[src/rtl/vedic_pkg.sv]
// Shared types and sizing for the sequential 2x2-core multiplier.
package vedic_pkg;

    typedef enum logic [1:0] {
        IDLE,
        RUN,
        DONE
    } state_t;

    localparam int OP_W   = 8;
    localparam int PROD_W = 16;
    localparam int STEPS  = 16;

endpackage

[src/rtl/vedic_2x2.sv]
// Combinational 2x2 Vedic (Urdhva-Tiryagbhyam) multiplier core.
module vedic_2x2 (
    input  logic [1:0] a,
    input  logic [1:0] b,
    output logic [3:0] p
);

    logic cross_hi;
    logic cross_lo;
    logic carry;

    // Vertical and crosswise partial products combined with half-adder logic.
    always_comb begin
        cross_hi = a[1] & b[0];
        cross_lo = a[0] & b[1];
        carry    = cross_hi & cross_lo;
        p[0]     = a[0] & b[0];
        p[1]     = cross_hi ^ cross_lo;
        p[2]     = (a[1] & b[1]) ^ carry;
        p[3]     = a[1] & b[1] & carry;
    end

endmodule

[src/rtl/vedic_seq_mul8.sv]
// 8x8 unsigned multiplier: one 2x2 core reused over 16 steps, shift-accumulate.
module vedic_seq_mul8
    import vedic_pkg::*;
#(
    parameter int OP_W = vedic_pkg::OP_W
) (
    input  logic                clk,
    input  logic                rst_n,
    input  logic                in_valid,
    output logic                in_ready,
    input  logic [OP_W-1:0]     a,
    input  logic [OP_W-1:0]     b,
    output logic                out_valid,
    input  logic                out_ready,
    output logic [PROD_W-1:0]   p,
    output logic                busy
);

    state_t              state;
    state_t              next_state;
    logic [OP_W-1:0]     op_a;
    logic [OP_W-1:0]     op_b;
    logic [PROD_W-1:0]   acc;
    logic [3:0]          step;
    logic                rdy_en;
    logic                accept;
    logic [1:0]          i_idx;
    logic [1:0]          j_idx;
    logic [3:0]          core_p;
    logic [3:0]          shamt;
    logic [PROD_W-1:0]   pp;

    vedic_2x2 u_core (
        .a (op_a[{i_idx, 1'b0} +: 2]),
        .b (op_b[{j_idx, 1'b0} +: 2]),
        .p (core_p)
    );

    // Digit selection and partial-product alignment for the current step.
    always_comb begin
        i_idx  = step[3:2];
        j_idx  = step[1:0];
        shamt  = 4'({i_idx, 1'b0}) + 4'({j_idx, 1'b0});
        pp     = PROD_W'(core_p) << shamt;
        accept = in_valid & in_ready;
    end

    // State register.
    always_ff @(posedge clk or negedge rst_n) begin
        if (!rst_n) begin
            state <= IDLE;
        end else begin
            state <= next_state;
        end
    end

    // Next-state and handshake outputs.
    always_comb begin
        next_state = state;
        in_ready   = 1'b0;
        out_valid  = 1'b0;
        busy       = 1'b1;
        p          = acc;
        case (state)
            IDLE: begin
                busy     = 1'b0;
                in_ready = rdy_en;
                if (in_valid && rdy_en) begin
                    next_state = RUN;
                end
            end
            RUN: begin
                if (step == 4'(STEPS - 1)) begin
                    next_state = DONE;
                end
            end
            DONE: begin
                out_valid = 1'b1;
                if (out_ready) begin
                    next_state = IDLE;
                end
            end
            default: next_state = IDLE;
        endcase
    end

    // Operand capture, step counter and accumulator; rdy_en delays in_ready
    // until the first edge after reset release.
    always_ff @(posedge clk or negedge rst_n) begin
        if (!rst_n) begin
            op_a   <= '0;
            op_b   <= '0;
            acc    <= '0;
            step   <= '0;
            rdy_en <= 1'b0;
        end else begin
            rdy_en <= 1'b1;
            if (accept) begin
                op_a <= a;
                op_b <= b;
                acc  <= '0;
                step <= '0;
            end else if (state == RUN) begin
                acc  <= acc + pp;
                step <= step + 4'd1;
            end
        end
    end

endmodule

[config.mk]
export PLATFORM = sky130hd
export DESIGN_NAME = vedic_seq_mul8
export DESIGN_NICKNAME = d
export VERILOG_FILES = /design/src/rtl/vedic_pkg.sv /design/src/rtl/vedic_2x2.sv /design/src/rtl/vedic_seq_mul8.sv
export SDC_FILE = /design/constraint.sdc
export NUM_CORES = 1
export LEC_CHECK = 0
export BUFFER_PORTS_ARGS = -buffer_cell sky130_fd_sc_hd__buf_4
export CAP_MARGIN = 20
export CORE_ASPECT_RATIO = 2
export CORE_UTILIZATION = 49
export DETAILED_ROUTE_END_ITERATION = 8
export PLACE_DENSITY = 0.73
export SETUP_SLACK_MARGIN = 0.02
export SLEW_MARGIN = 25
export SYNTH_ARGS = -nofsm -noshare
export SYNTH_HDL_FRONTEND = slang
export SYNTH_SLANG_ARGS = --single-unit
[constraint.sdc]
create_clock -name clk -period 3.27 [get_ports clk]
set_input_delay 0.654 -clock clk [delete_from_list [all_inputs] [get_ports clk]]
set_output_delay 0.654 -clock clk [all_outputs]
set_load 0.02 [all_outputs]
==> results of run 1 <==
[per-stage QoR]
stage | setup slack, ns | TNS [ns] | util | power [mW]
global route | -0.1926 | -1.148 | 0.7578 | 4.456
floorplan | -0.08152 | -0.1859 | - | 2.144
finish | -0.03657 | -0.1245 | 0.7578 | 4.206
global placement | -0.2695 | -1.190 | 0.6369 | 2.983
detailed placement | -0.2960 | -1.595 | 0.6374 | 3.040
CTS | -0.1171 | -0.4283 | 0.7015 | 3.674
[area by class of cell]
type / count / area [sq um]
Multi-Input combinational cell: 254 / 2063
Fill cell: 377 / 1313
Sequential cell: 39 / 978.4
Timing Repair Buffer: 108 / 853.3
Clock buffer: 7 / 96.34
Tap cell: 60 / 75.07
Inverter: 9 / 33.78
Clock inverter: 1 / 7.507
[worst paths after layout]
check                        start      end  slack, ns  cells after the start
max                        step[0]    p[13]      -0.04                     14
min                          rst_n     p[8]       0.31                      1
max reg2reg                step[0]    p[13]      -0.04                     14
min reg2reg                op_b[7]  op_b[7]       0.48                      2
max in group asynchronous    rst_n  step[0]       2.58                      1
min in group clk           op_b[7]  op_b[7]       0.48                      2
[state kept, by name (all words and copies together) (netlist names)]
| name | cells |
|---|---|
| p | 16 |
| op_a | 8 |
| op_b | 8 |
| step | 4 |
| state | 2 |
| rdy_en | 1 |
[synth_stat cells, types with 2 or more instances]
cell type | instances | area, sq um
nand2_1 | 69 | 259.0
nor3_1 | 5 | 25.02
o22ai_1 | 2 | 12.51
nand4_1 | 7 | 43.79
xnor2_1 | 4 | 35.03
fa_1 | 2 | 40.04
o211a_1 | 2 | 20.02
nor2_1 | 17 | 63.81
a21o_1 | 4 | 30.03
inv_1 | 9 | 33.78
nand2b_1 | 6 | 37.54
or4_1 | 2 | 15.01
a21oi_1 | 13 | 65.06
o31ai_1 | 3 | 22.52
o211ai_1 | 3 | 22.52
ha_1 | 19 | 237.7
nand3_1 | 18 | 90.09
and3_1 | 3 | 18.77
dfrtp_1 | 39 | 975.9
o21ai_0 | 20 | 100.1
mux4_2 | 4 | 90.09
nand3b_1 | 2 | 15.01
mux2i_1 | 2 | 20.02
a31oi_1 | 4 | 25.02
xor2_1 | 7 | 61.31
buf_2 | 2 | 10.01
and2_1 | 5 | 31.28
or2_2 | 2 | 12.51
and4_1 | 3 | 26.28
nor2b_1 | 5 | 31.28
clkbuf_1 | 12 | 45.04
[cells by family after synthesis]
| group | after synthesis | share of synthesized area |
|---|---|---|
| flops | 39 | 0.3568 |
| xor+xnor | 11 | 0.03522 |
| simple gates | 149 | 0.2630 |
| compound gates | 65 | 0.1569 |
| fa+ha+maj | 21 | 0.1016 |
| mux | 7 | 0.04849 |
| other cells | 1 | 0.001371 |
| buf+inv | 24 | 0.03659 |
[report_power, final]
group / switching, mW / leakage (nW) / internal [mW]
Combinational: 1.47 / 1.37 / 1.50
Clock: 0.182 / 0.0505 / 0.192
Sequential: 0.182 / 0.482 / 0.680
[per-layer routing]
layer / vias up / routed length, microns / GRT usage
li1: 1319 / - / -
met1: 1339 / 2945 / 0.2776
met2: 77 / 4915 / 0.5422
met3: 29 / 270 / 0.04237
met4: 0 / 419 / 0.1795
met5: - / 0 / 0
[worst register-to-register path, stage by stage, from the launching register on]
cell and delay [ns]:
dfrtp_2 0.41, mux4_2 0.53, and2_4 0.17, ha_4 0.15
ha_4 0.21, nor2b_4 0.13, a31oi_4 0.17, buf_4 0.15
nor2_2 0.05, ha_4 0.30, nand4_1 0.16, nor3_2 0.18
a21oi_2 0.09, and4_1 0.15, or3_1 0.36
[timing repair]
item                       CTS  global route
setup endpoints to repair    9            12
setup buffers               10            10
pin swaps                   37            28
gates resized for setup     42            47
==> metrics.txt, run 1 <==
Initial DRC Count=86; worst-margin pin slew=0.6369 ns; Rel. slew slack=0.5754; worst vdd ir=0.0007507 V; most used cell, CP=ha_4; Post-DP HPWL=6.083 mm; global-route wire length before repair=12.19 mm; wire length per cell=17.89 microns; initial core utilization=0.5046; Routed WL=8.550 mm; most frequent cells in the layout=buf_4 (99), nand2_1 (66), dfrtp_1 (37), nand3_1 (17); Finished Layout Cells=478; Core Box Area=0.005420 sq mm; All-Layer GR Usage=0.2949; post-synth design cell area=around 0.0027 sq mm; Site Rows=38; arrival time worst endpoint=3.49 ns; CTS sink cnt=39; post-route ant nets=0; CP Class=flip-flop to flip-flop; max-slew violations=0; initial antenna violation count=0; max frequency=302.4 MHz; Setup crit end kind=flip-flop; HP Class=input port to asynchronous set/reset pin; Tmin final=3.307 ns; status=complete, but fails checks; CP Data Required Time=3.46 ns; post-synthesis cell type count=53; final net count=approximately 460; buffer and inverter count on the worst path=1; GP Congestion=0.9328; Inst Count DP=452; Residual DRC=0; first drt pass iteration count=4; Seq cells post-synth=39; CTS tree=yes; setup ws final=-0.03657 ns; # port buffers=38; async set-reset flop share out of synthesis=1.000; delay-heaviest family, CP=simple AND/OR/NAND/NOR gates; Post-synth EDFFs=0; synth warn=0; Area Overhead vs Synth=50.18%; Clock Latency Late Sink=0.31 ns; largest net degree at the start of global routing=40; drt via density=5.782; Post-CTS Hold Fix Bufs=0; Post-Syn Instances=around 320; violated checks=negative setup slack; CTS buffer count=5; Die Y=107.7 microns; diode count=0; Post-DP Area=about 0.0035 sq mm; DR vias=2764; post-route cell area=0.004108 sq mm; Die Span X=54.83 microns; final setup vio count=4; Seq/Total Area, Yosys=0.3568; GRT overflow=0; Cell Chain, Critical Path=mux4_2 -> and2_4 -> ha_4 -> ha_4 -> nor2b_4 -> a31oi_4 -> buf_4 -> nor2_2 -> ha_4 -> nand4_1 -> nor3_2 -> a21oi_2 -> and4_1 -> or3_1; Final Hold Vio Count=0; max_cap viols=0; most common cell after layout, fill and taps aside=buf_4; Max FO, Critical Path=6; Max Root-Sink Buffers=2; clock skew=0.01245 ns; Tcrit/Tclk final=1.011; Root Buffer=clkbuf_8; CP startpoint kind=flip-flop; layout cells sized above 1=0.4498; post-synth net total=358; Avg Synthesized Cell Area=8.628 sq um; clk slew on worst S/H paths=0.08 ns; critical path's largest stage delay=0.53 ns; Pleak=1.901 nW; vias in the first global route=2668; Slowest cell on crit path=mux4_2; ys flop type=dfrtp_1; H-tree levels=2; final hold slack=0.3073 ns; RSZ-0062 raised after global routing=true; ratio of total power to cell area=1024 mW/mm^2; die footprint=0.005903 sq mm; Boundary Pins=39
No activity file was read; power rests on OpenSTA's default activity.
==> run 2, diff against run 1 <==
Settings changed: CORE_UTILIZATION 49 to 45, PLACE_DENSITY 0.73 to 0.68.
==> metrics.txt, run 2 (synthesized netlist as in run 1, its figures left out) <==
H-tree levels=2; total power=~3.9 mW; Max Root-Sink Buffers=2; Seq pwr share=0.217; Largest register FFs=16; wire length per cell=16.39 microns; die footprint=0.006413 sq mm; CTS sink cnt=39; Routed WL=7.637 mm; max_cap viols=0; Post-DP HPWL=~5.8 mm; GRT overflow=0; Internal Pwr Total=2.279 mW; Core Box Area=0.005807 sq mm; violated checks=design-rule violations, negative setup slack; RSZ-0062 raised after global routing=true; GP Congestion=roughly 0.88; ratio of total power to cell area=about 1000 mW/mm^2; Tcrit/Tclk final=1.030; CP Class=flip-flop to flip-flop; CP startpoint kind=flip-flop; Area Overhead vs Synth=41.49%; Post-CTS Hold Fix Bufs=0; final core utilization=0.6665; Initial DRC Count=97; final setup vio count=4; clock skew=0.004709 ns; Site Rows=39; Boundary Pins=39; # port buffers=38; setup ws final=-0.09911 ns; global-route wire length before repair=about 13 mm; Pleak=roughly 1.9 nW; diode count=0; CP Data Required Time=3.50 ns; Die Span X=57.13 microns; most common cell after layout, fill and taps aside=buf_4; arrival time worst endpoint=roughly 3.6 ns; first drt pass iteration count=6; Root Buffer=clkbuf_16; clk slew on worst S/H paths=0.06 ns; largest net degree at the start of global routing=40; HP Class=input port to asynchronous set/reset pin; CTS buffer count=5; status=complete, but fails checks; Residual DRC=6; Finished Layout Cells=466; switching share of power=0.4146; initial core utilization=0.4710; post-route cell area=roughly 0.0039 sq mm; post-route ant nets=0; Tmin final=3.369 ns; Clk pwr share=0.152; Die Y=112.3 microns; TNS Setup=-0.3183 ns; worst vdd ir=approximately 0.0007 V; worst reg2reg setup slack=-0.1 ns; drt via density=5.554; layout cells sized above 1=0.3877; DR vias=2588; initial antenna violation count=0; Final Hold Vio Count=0; Max FO, Critical Path=4; Sw Pwr=1.614 mW; CTS tree=yes; All-Layer GR Usage=0.2626; Inst Count DP=450; Clock Latency Late Sink=0.29 ns; Comb pwr share=0.631; Post-DP Area=0.003431 sq mm; most frequent cells in the layout=buf_4 (90), nand2_1 (67), dfrtp_1 (37), nand3_1 (17), o21ai_0 (17); max-slew violations=0; final hold slack=0.3131 ns; Setup crit end kind=flip-flop; max frequency=296.8 MHz; final net count=445; Setup WS pre-CTS=-0.2344 ns; vias in the first global route=2665
[run 2: per-layer routing]
metal,global-route usage,vias up,routed length (microns)
met3,0.04032,23,196
met1,0.2554,1214,2643
li1,-,1292,-
met4,0.1593,0,396
met2,0.4957,59,4400
met5,0,-,0
[run 2: what timing repair did]
item                                    CTS  global route
buffers inserted                          4             4
pin swaps                                31            20
endpoints found under the setup margin    9            12
resized for setup                        25            22
[run 2: path summary, 6_finish.rpt]
kind                            depth (start not counted)  startpoint      end
worst min-delay path                                    1       rst_n    p[11]
worst max register to register                         13     step[2]    p[12]
worst min register to register                          2     op_a[6]  op_a[6]
worst max-delay path                                   13     step[2]    p[12]
min in group clk                                        2     op_a[6]  op_a[6]
max in group asynchronous                               1       rst_n  step[2]
[run 2: power groups by stage]
| stage | registers, mW | clock network (mW) | logic, mW |
|---|---|---|---|
| 2_1_floorplan | 0.883 | 0 | 1.26 |
| 3_3_place_gp | 0.844 | 0 | 2.09 |
| 3_5_place_dp | 0.848 | 0 | 2.12 |
| 4_1_cts | 0.843 | 0.604 | 2.29 |
| 5_1_grt | 0.867 | 0.621 | 2.69 |
| 6_report | 0.844 | 0.592 | 2.46 |
[run 2: critical path, cell delays in order, from the launching register on]
cell,delay (ns)
dfrtp_2,0.40
mux4_2,0.52
and2_4,0.18
ha_4,0.15
ha_4,0.27
nor2b_4,0.13
a31oi_2,0.05
nor2_1,0.18
ha_2,0.32
nor2b_4,0.14
o211a_1,0.22
o21a_2,0.26
or4_1,0.40
nand3_1,0.08
[run 2: cell type report]
cell class | count | area, sq um
fillers | 465 | 1937
repair buffers | 95 | 732.0
clock inverters | 2 | 38.79
multi-input cells | 254 | 1872
clock buffers | 6 | 138.9
well taps | 61 | 76.32
inverters | 9 | 33.78
flip-flops and latches | 39 | 978.4
==> run 3, diff against run 2 <==
Settings changed: ABC_AREA from default to 1, PLACE_DENSITY 0.68 to 0.67.
==> metrics.txt, run 3 <==
status=complete, but fails checks; violated checks=design-rule violations; ranking of synthesized cells by area=dfrtp_1 (35%), nand2_1 (25%), ha_1 (8.5%); clock skew=0.006330 ns; Tmin final=roughly 3.0 ns; layout cells sized above 1=0.1596; Setup crit end kind=flip-flop; arrival time worst endpoint=3.20 ns; CP Class=flip-flop to flip-flop; post-synthesis cell type count=30; RSZ-0062 raised after global routing=false; diode count=0; # port buffers=38; clk slew on worst S/H paths=0.06 ns; final core utilization=0.5604; Setup WS pre-CTS=about 0.035 ns; Initial DRC Count=99; Compound-Gate Fraction of Synth Area=0.06949; Die Span X=57.87 microns; Post-DP HPWL=5.625 mm; CP Data Required Time=approximately 3.5 ns; Core Box Area=0.006006 sq mm; critical path depth=17; ys flop type=dfrtp_1; final setup vio count=0; ratio of total power to cell area=1075 mW/mm^2; met2 Usage GRT=0.4483; Die Y=113.7 microns; Seq/Total Area, Yosys=0.3474; die footprint=0.006581 sq mm; H-tree levels=2; GP Congestion=0.9400; Routed WL=roughly 7 mm; critical path's largest stage delay=0.60 ns; Pleak=1.944 nW; Slowest cell on crit path=fa_2; DR vias=2744; delay-heaviest family, CP=adder cells; Inst Count DP=520; Boundary Pins=39; post-synth net total=467; Cell Chain, Critical Path=ha_1 -> inv_1 -> fa_2 -> inv_2 -> nor3_2 -> inv_1 -> nor2_1 -> inv_1 -> fa_1 -> inv_1 -> nand3_1 -> nand3_2 -> nand3_1 -> nand3_1 -> nand2_1 -> nand3_1 -> nand2_1; setup ws final=0.2482 ns; post-synthesis xor/xnor area fraction=0.009354; max_cap viols=0; synth warn=0; Site Rows=40; wire length per cell=13.47 microns; post-route cell area=0.003366 sq mm; initial core utilization=0.4677; final net count=~510; Seq cells post-synth=39; Post-synth top cells=nand2_1 (184), inv_1 (56), dfrtp_1 (39); most common cell after layout, fill and taps aside=nand2_1; most frequent cells in the layout=nand2_1 (182), inv_1 (54), buf_4 (45), dfrtp_1 (37), nor2_1 (31); GRT overflow=0; R2R depth=17; Clock Latency Late Sink=0.29 ns; vias in the first global route=2780; Area Overhead vs Synth=19.82%; max-slew violations=0; total power=3.620 mW; buffer and inverter count on the worst path=5; drt via density=5.148; Avg Synthesized Cell Area=6.594 sq um; Global Route met3 Usage=0.04422; worst-margin pin slew=0.5600 ns; Finished Layout Cells=about 530; Max Root-Sink Buffers=2; main combinational cell family by area after synthesis=simple AND/OR/NAND/NOR gates; Largest register FFs=16; max frequency=330.9 MHz; Max FO, Critical Path=7; multiplexer area fraction after synthesis=0; final hold slack=0.3226 ns; HP Class=input port to asynchronous set/reset pin; initial antenna violation count=0; Synth area leader=dfrtp_1; CTS tree=yes; All-Layer GR Usage=0.2434; gr busiest metal=met2; TNS Setup=0 ns; CP startpoint kind=flip-flop; Post-Syn Instances=approximately 430; simple-gate share of the synthesized area=0.3702; CTS sink cnt=39; CTS buffer count=5; Post-DP Area=between 0.003 and 0.004 sq mm; post-synth design cell area=0.002809 sq mm; post-route ant nets=0; largest net degree at the start of global routing=40; FILL cells=~610; grt met1 use=0.2213; worst reg2reg setup slack=approximately 0.25 ns; share of the synthesized area in the top cell type=0.3474; Tcrit/Tclk final=0.9241; Residual DRC=1; Adder-Cell Fraction of Synth Area=0.09889; async set-reset flop share out of synthesis=1.000; Rel. slew slack=0.6263; Final Hold Vio Count=0; worst vdd ir=0.0005187 V; Root Buffer=clkbuf_16; global-route wire length before repair=12.08 mm; top-count cell post-synth=nand2_1; Post-synth EDFFs=0; first drt pass iteration count=6
==> run 3: path summary, 6_finish.rpt <==
path,end,from
max,p[12],step[2]
min,p[7],rst_n
max in group asynchronous,step[2],rst_n
min in group clk,op_b[2],op_b[2]
max reg2reg,p[12],step[2]
min reg2reg,op_b[2],op_b[2]
==> run 3: timing repair <==
action	in CTS	in global routing
buffers inserted	0	6
gates resized for setup	0	16
hold buffers	0	0
setup endpoints to repair	0	12
==> run 3: layout make-up <==
| type | count | area (sq um) | share of cell area |
|---|---|---|---|
| clock buffers | 5 | 125.1 | 0.03717 |
| repair buffers | 45 | 337.8 | 0.1004 |
| inverters | 61 | 231.5 | 0.06877 |
| flip-flops and latches | 39 | 978.4 | 0.2907 |
| multi-input cells | 318 | 1577 | 0.4684 |
| clock inverters | 2 | 37.54 | 0.01115 |
| well taps | 63 | 78.83 | 0.02342 |
==> run 3: logic make-up after synthesis <==
logic type,Yosys count
xor gates and xnor gates,3
adders and majority gates,21
AOI/OAI and AO/OA,35
buffers and inverters,69
DFF,39
other,1
and+or+nand+nor,258
==> run 3: layer usage <==
layer  up-vias  wire, microns  share of wire
li1       1413              -              -
met1      1234           2438           0.34
met2        64           4042           0.56
met3        33            234          0.033
met4         0            465          0.065
met5         -              0              0
==> run 3: where the power goes <==
| group | switching (mW) | leakage (nW) | internal (mW) |
|---|---|---|---|
| clock | 0.193 | 0.0759 | 0.355 |
| combinational | 1.37 | 1.38 | 0.812 |
| sequential | 0.184 | 0.489 | 0.707 |
| total | 1.75 | 1.94 | 1.87 |
